==> src/rtl/mux_rr_arbiter.sv <==
// Round-robin arbiter for four switch banks sharing one 3-bit LED output.
// Holds each grant for at most DWELL cycles; grant, sel and led are registered together.
module mux_rr_arbiter #(
  parameter int unsigned DWELL = 4
) (
  input  logic       clk,
  input  logic       rst_n,
  input  logic [3:0] req,
  input  logic [2:0] sw0,
  input  logic [2:0] sw1,
  input  logic [2:0] sw2,
  input  logic [2:0] sw3,
  output logic [3:0] grant,
  output logic [1:0] sel,
  output logic [2:0] led,
  output logic       busy
);

  typedef enum logic [0:0] {StIdle, StHold} state_e;

  localparam logic [7:0] CntInit = 8'(DWELL - 1);

  state_e     r_state, w_state_d;
  logic [1:0] r_idx, w_idx_d;
  logic [1:0] r_last, w_last_d;
  logic [7:0] r_cnt, w_cnt_d;
  logic [3:0] r_grant, w_grant_d;
  logic [1:0] r_sel, w_sel_d;
  logic [2:0] r_led, w_led_d;
  logic [2:0] w_sw_next;
  logic       w_hold_next;

  // First requester after p in rotation order; p itself is checked last.
  function automatic logic [1:0] rr_pick(input logic [3:0] r, input logic [1:0] p);
    logic [1:0] c;
    rr_pick = p;
    for (int k = 4; k >= 1; k--) begin
      c = p + 2'(k);
      if (r[c]) rr_pick = c;
    end
  endfunction

  always_comb begin
    w_state_d = r_state;
    w_idx_d   = r_idx;
    w_last_d  = r_last;
    w_cnt_d   = r_cnt;
    unique case (r_state)
      StIdle: begin
        if (|req) begin
          w_idx_d   = rr_pick(req, r_last);
          w_cnt_d   = CntInit;
          w_state_d = StHold;
        end
      end
      StHold: begin
        if (!req[r_idx] || (r_cnt == 8'd0)) begin
          w_last_d = r_idx;
          // Any request left (others, or the holder itself) gives a back-to-back handover.
          if (|req) begin
            w_idx_d = rr_pick(req, r_idx);
            w_cnt_d = CntInit;
          end else begin
            w_state_d = StIdle;
          end
        end else begin
          w_cnt_d = r_cnt - 8'd1;
        end
      end
      default: w_state_d = StIdle;
    endcase
  end

  always_comb begin
    w_sw_next = sw0;
    unique case (w_idx_d)
      2'd0: w_sw_next = sw0;
      2'd1: w_sw_next = sw1;
      2'd2: w_sw_next = sw2;
      2'd3: w_sw_next = sw3;
      default: w_sw_next = sw0;
    endcase
    w_hold_next = (w_state_d == StHold);
    w_grant_d   = w_hold_next ? (4'b0001 << w_idx_d) : 4'b0000;
    w_sel_d     = w_hold_next ? w_idx_d : r_sel;
    w_led_d     = w_hold_next ? w_sw_next : 3'b000;
  end

  always_ff @(posedge clk) begin
    if (!rst_n) begin
      r_state <= StIdle;
      r_idx   <= 2'd0;
      r_last  <= 2'd3;
      r_cnt   <= 8'd0;
      r_grant <= 4'b0000;
      r_sel   <= 2'd0;
      r_led   <= 3'b000;
    end else begin
      r_state <= w_state_d;
      r_idx   <= w_idx_d;
      r_last  <= w_last_d;
      r_cnt   <= w_cnt_d;
      r_grant <= w_grant_d;
      r_sel   <= w_sel_d;
      r_led   <= w_led_d;
    end
  end

  assign grant = r_grant;
  assign sel   = r_sel;
  assign led   = r_led;
  assign busy  = (r_state == StHold);

endmodule

==> config.mk <==
export PLATFORM = sky130hd
export DESIGN_NAME = mux_rr_arbiter
export DESIGN_NICKNAME = d
export VERILOG_FILES = /design/src/rtl/mux_rr_arbiter.sv
export SDC_FILE = /design/constraint.sdc
export NUM_CORES = 1
export LEC_CHECK = 0
export CORE_UTILIZATION = 40
export CTS_CLUSTER_SIZE = 28
export DETAILED_ROUTE_END_ITERATION = 8
export GPL_TIMING_DRIVEN = 0
export PLACE_DENSITY = 0.75
export SETUP_SLACK_MARGIN = 0.05
export SYNTH_ARGS = -nofsm -noshare
export SYNTH_HDL_FRONTEND = slang
export SYNTH_SLANG_ARGS = --single-unit
==> constraint.sdc <==
create_clock -name clk -period 6.05 [get_ports clk]
set_clock_uncertainty 0.2 [all_clocks]
set_input_delay 1.21 -clock clk [delete_from_list [all_inputs] [get_ports clk]]
set_output_delay 1.21 -clock clk [all_outputs]
set_load 0.1 [all_outputs]
==> results of run 1 <==
[sequential cells by signal, summed over array words and instances, names as in the netlist]
name	cells
grant	4
led	3
sel	2
r_last	2
r_idx	2
busy	1
r_cnt	8
[routing by layer]
| layer | up-vias | GRT usage |
|---|---|---|
| li1 | 566 | - |
| met1 | 526 | 0.216 |
| met2 | 38 | 0.322 |
| met3 | 7 | 0.0402 |
| met4 | 0 | 0.0816 |
| met5 | - | 0 |
[report_power, final]
part,switching (µW),internal (µW)
registers,7.46,161
clock network,40.5,23.2
logic,136,69.6
[through the flow]
| step | cells | area, µm² | setup WS (ns) |
|---|---|---|---|
| 2_1_floorplan | 140 | 1240 | 2.98 |
| 3_3_place_gp | 197 | 1540 | 2.38 |
| 3_5_place_dp | 197 | 1540 | 2.37 |
| 4_1_cts | 200 | 1560 | 2.67 |
| 5_1_grt | 200 | 1560 | 2.50 |
| 6_report | 200 | 1560 | 2.67 |
[worst max-delay path by stage]
stage               slack, ns           endpoint  startpoint
global placement         2.38  led[0]$_SDFF_PN0_      req[0]
global route             2.50  led[0]$_SDFF_PN0_      req[1]
CTS                      2.67  led[0]$_SDFF_PN0_      req[0]
detailed placement       2.37  led[0]$_SDFF_PN0_      req[0]
finish                   2.67  led[2]$_SDFF_PN0_      req[1]
floorplan                2.98  led[2]$_SDFF_PN0_      req[3]
[logic make-up after synthesis]
logic type / count (synthesis)
simple gates: 55
compound gates: 39
flops: 22
buf+inv: 15
mux: 8
fa+ha+maj: 1
[cell type report]
class                   instances  area, µm²  share of cell area
plain buffers                   9       42.5              0.0273
clock buffers                   3       22.5              0.0144
inverters                       6       22.5              0.0144
multi-input cells             103        733               0.470
flip-flops and latches         22        440               0.282
well taps                      31       38.8              0.0249
repair buffers                 26        260               0.167
[worst max-delay path: stages]
cell	delay (ns)
clkdlybuf4s50_1	0.41
buf_2	0.18
nor4_2	0.63
o21ai_0	0.22
a41oi_2	0.25
a311oi_4	0.11
nand2b_1	0.24
o22ai_1	0.15
[cells in the final DEF, fill, tap and decap left out, types with 3 or more instances in the layout]
| master | instances |
|---|---|
| a21oi_1 | 6 |
| a31oi_1 | 3 |
| buf_2 | 4 |
| clkbuf_1 | 3 |
| clkbuf_4 | 3 |
| clkdlybuf4s50_1 | 26 |
| dfxtp_1 | 22 |
| inv_1 | 6 |
| mux2i_1 | 7 |
| nand2_1 | 14 |
| nor2_1 | 7 |
| nor2b_1 | 8 |
| nor3_1 | 6 |
| o211a_1 | 3 |
| o211ai_1 | 4 |
| o21a_1 | 3 |
| o21ai_0 | 4 |
| o22ai_1 | 3 |
| or3_1 | 3 |
==> flow_metrics.py, run 1 <==
metrics = {
    "synth": {
        "syn-num-nets": 159,
        "synth-xor-area-share": 0,
        "async_reset_ff_frac": 0,
        "synth_top_family_by_area": "simple AND/OR/NAND/NOR gates",
        "synth_top_cells_by_count": "dfxtp_1 (22), nand2_1 (14), nor2b_1 (8)",
        "seq_area_frac_synth": 0.356,
        "synthSimpleGateAreaFrac": 0.258,
        "synth_top_flop_cell": "dfxtp_1",
        "synth_top_area_frac": 0.356,
        "synth_area_per_cell_um2": 8.85,
        "synth_compound_area_frac": 0.249,
        "synthTopCellsByArea": "dfxtp_1 (36%), mux2i_1 (5.7%), nand2_1 (4.2%)",
        "ys_ff_latch": 22,
        "muxShareOfSynthArea": 0.0747,
        "synth_cells": 140,
        "yosys.area.top_type": "dfxtp_1",
        "mappedNetlistArea_mm2": 0.00124,
        "synth-edff-count": 0,
        "yosys_warnings": 0,
        "synth_most_common_cell": "dfxtp_1",
        "ys_types": 47,
        "synthAdderAreaFrac": 0.0101,
    },
    "clocking": {
        "cts.sinks": 22,
        "post_cts_resized": 0,
        "cts_tree": "yes",
        "clk_latency_ns": 0.30,
        "post_cts_buffers": 0,
        "cts_hold_buffers": 0,
        "cts_buffers": 3,
        "clock_path_buffers": 2,
        "clkTransAtPathRegs_ns": 0.11,
        "htree_levels": 1,
        "cts_root_buf": "clkbuf_4",
    },
    "global_route": {
        "antenna_found_initial": 0,
        "grt_pass1_vias": 1140,
        "grt_overflow_total": 0,
        "grt_pass1_wl_mm": 4.78,
        "grt_max_degree": 12,
        "grt_use_total": 0.184,
    },
    "floorplanning": {
        "rows": 19,
        "start_util": 0.434,
        "die_h_um": 57.7,
        "die_area_mm2": 0.00332,
        "ios": 28,
        "die_w_um": 57.7,
        "core_mm2": 0.00285,
    },
    "critical_path": {
        "critPathRequiredTime_ns": 6.08,
        "rr_startpoint": "r_cnt[0]$_SDFF_PN0_",
        "cp_max_fo": 10,
        "ff2ff_path_depth": 9,
        "rrSetupSlack_ns": 3.39,
        "setup.worst_path.start_class": "primary input",
        "critPathArrivalTime_ns": 3.41,
        "path_class": "in -> reg",
        "end_kind": "flip-flop",
        "worstReg2RegEnd": "led[0]$_SDFF_PN0_",
    },
    "drt": {
        "first_pass_iters": 6,
        "wire_per_inst_um": 13.8,
        "drt_iter0_drc": 46,
        "drt-met1-wl_mm": 1.19,
        "met2WireLength_mm": 1.32,
        "num_vias": 1137,
        "drc_errors": 1,
        "viasPerCell": 5.69,
        "wirelength_mm": 2.76,
        "wl_met3_um": 198,
        "dr.max_layer_used": "met4",
        "ant_nets": 0,
    },
    "finish": {
        "final_util": 0.547,
        "drive_gt1_frac": 0.101,
        "antenna_cells": 0,
        "nFillCells": 270,
        "final_nets": 190,
        "area_delta_synth_final_pct": 26.0,
    },
    "timing": {
        "min_period_over_period": 0.558,
        "timing.fmax_ghz": 0.296,
        "hold_viol_final": 0,
        "tightest_slew_ns": 1.00,
        "setup_tns_ns": 0,
        "drv_slew": 0,
        "slew_headroom": 0.329,
        "fin_hold_ws_ns": 0.305,
        "grt_setup_unrepaired": "no",
        "setup_viol_count_final": 0,
        "min_period_ns": 3.38,
    },
    "place": {
        "gp_congestion": 0.816,
        "numPortBuffers": 26,
        "dpl.hpwl_mm": 2.04,
    },
    "min_path": {
        "holdPathStages": 2,
        "hp-class": "reg -> reg",
        "hold_path_end": "sel[1]$_SDFFE_PN0N_",
        "hold_path_startpoint": "sel[1]$_SDFFE_PN0N_",
    },
    "power_and_ir_drop": {
        "power_density_mw_per_mm2": 281,
        "peakVddDrop_mv": 0.190,
        "leakagePower_uw": 0.000634,
        "total_power_uw": 438,
    },
    "outcome": {
        "status": "complete, but fails checks",
        "violations": "DRC",
    },
    "run": {
        "cap_violations": 0,
    },
}
Power figures use the tool's default switching activity.
==> run 2: changes to the inputs <==
==> constraint.sdc (replaced) <==
create_clock -name clk -period 3.3 [get_ports clk]
set_clock_uncertainty 0.2 [all_clocks]
set_input_delay 0.66 -clock clk [delete_from_list [all_inputs] [get_ports clk]]
set_output_delay 0.66 -clock clk [all_outputs]
set_load 0.1 [all_outputs]
==> results of run 2 <==
Same layout as run 1 (identical final DEF). Status: complete, but fails checks: DRC.
Main changes from that run: setup slack after placement 2.37 ns -> 0.169 ns; setup slack after layout 2.67 ns -> 0.471 ns; register-to-register setup slack 3.39 ns -> 0.64 ns; total power 438 µW -> 804 µW; worst IR drop on VDD 0.190 mV -> 0.348 mV
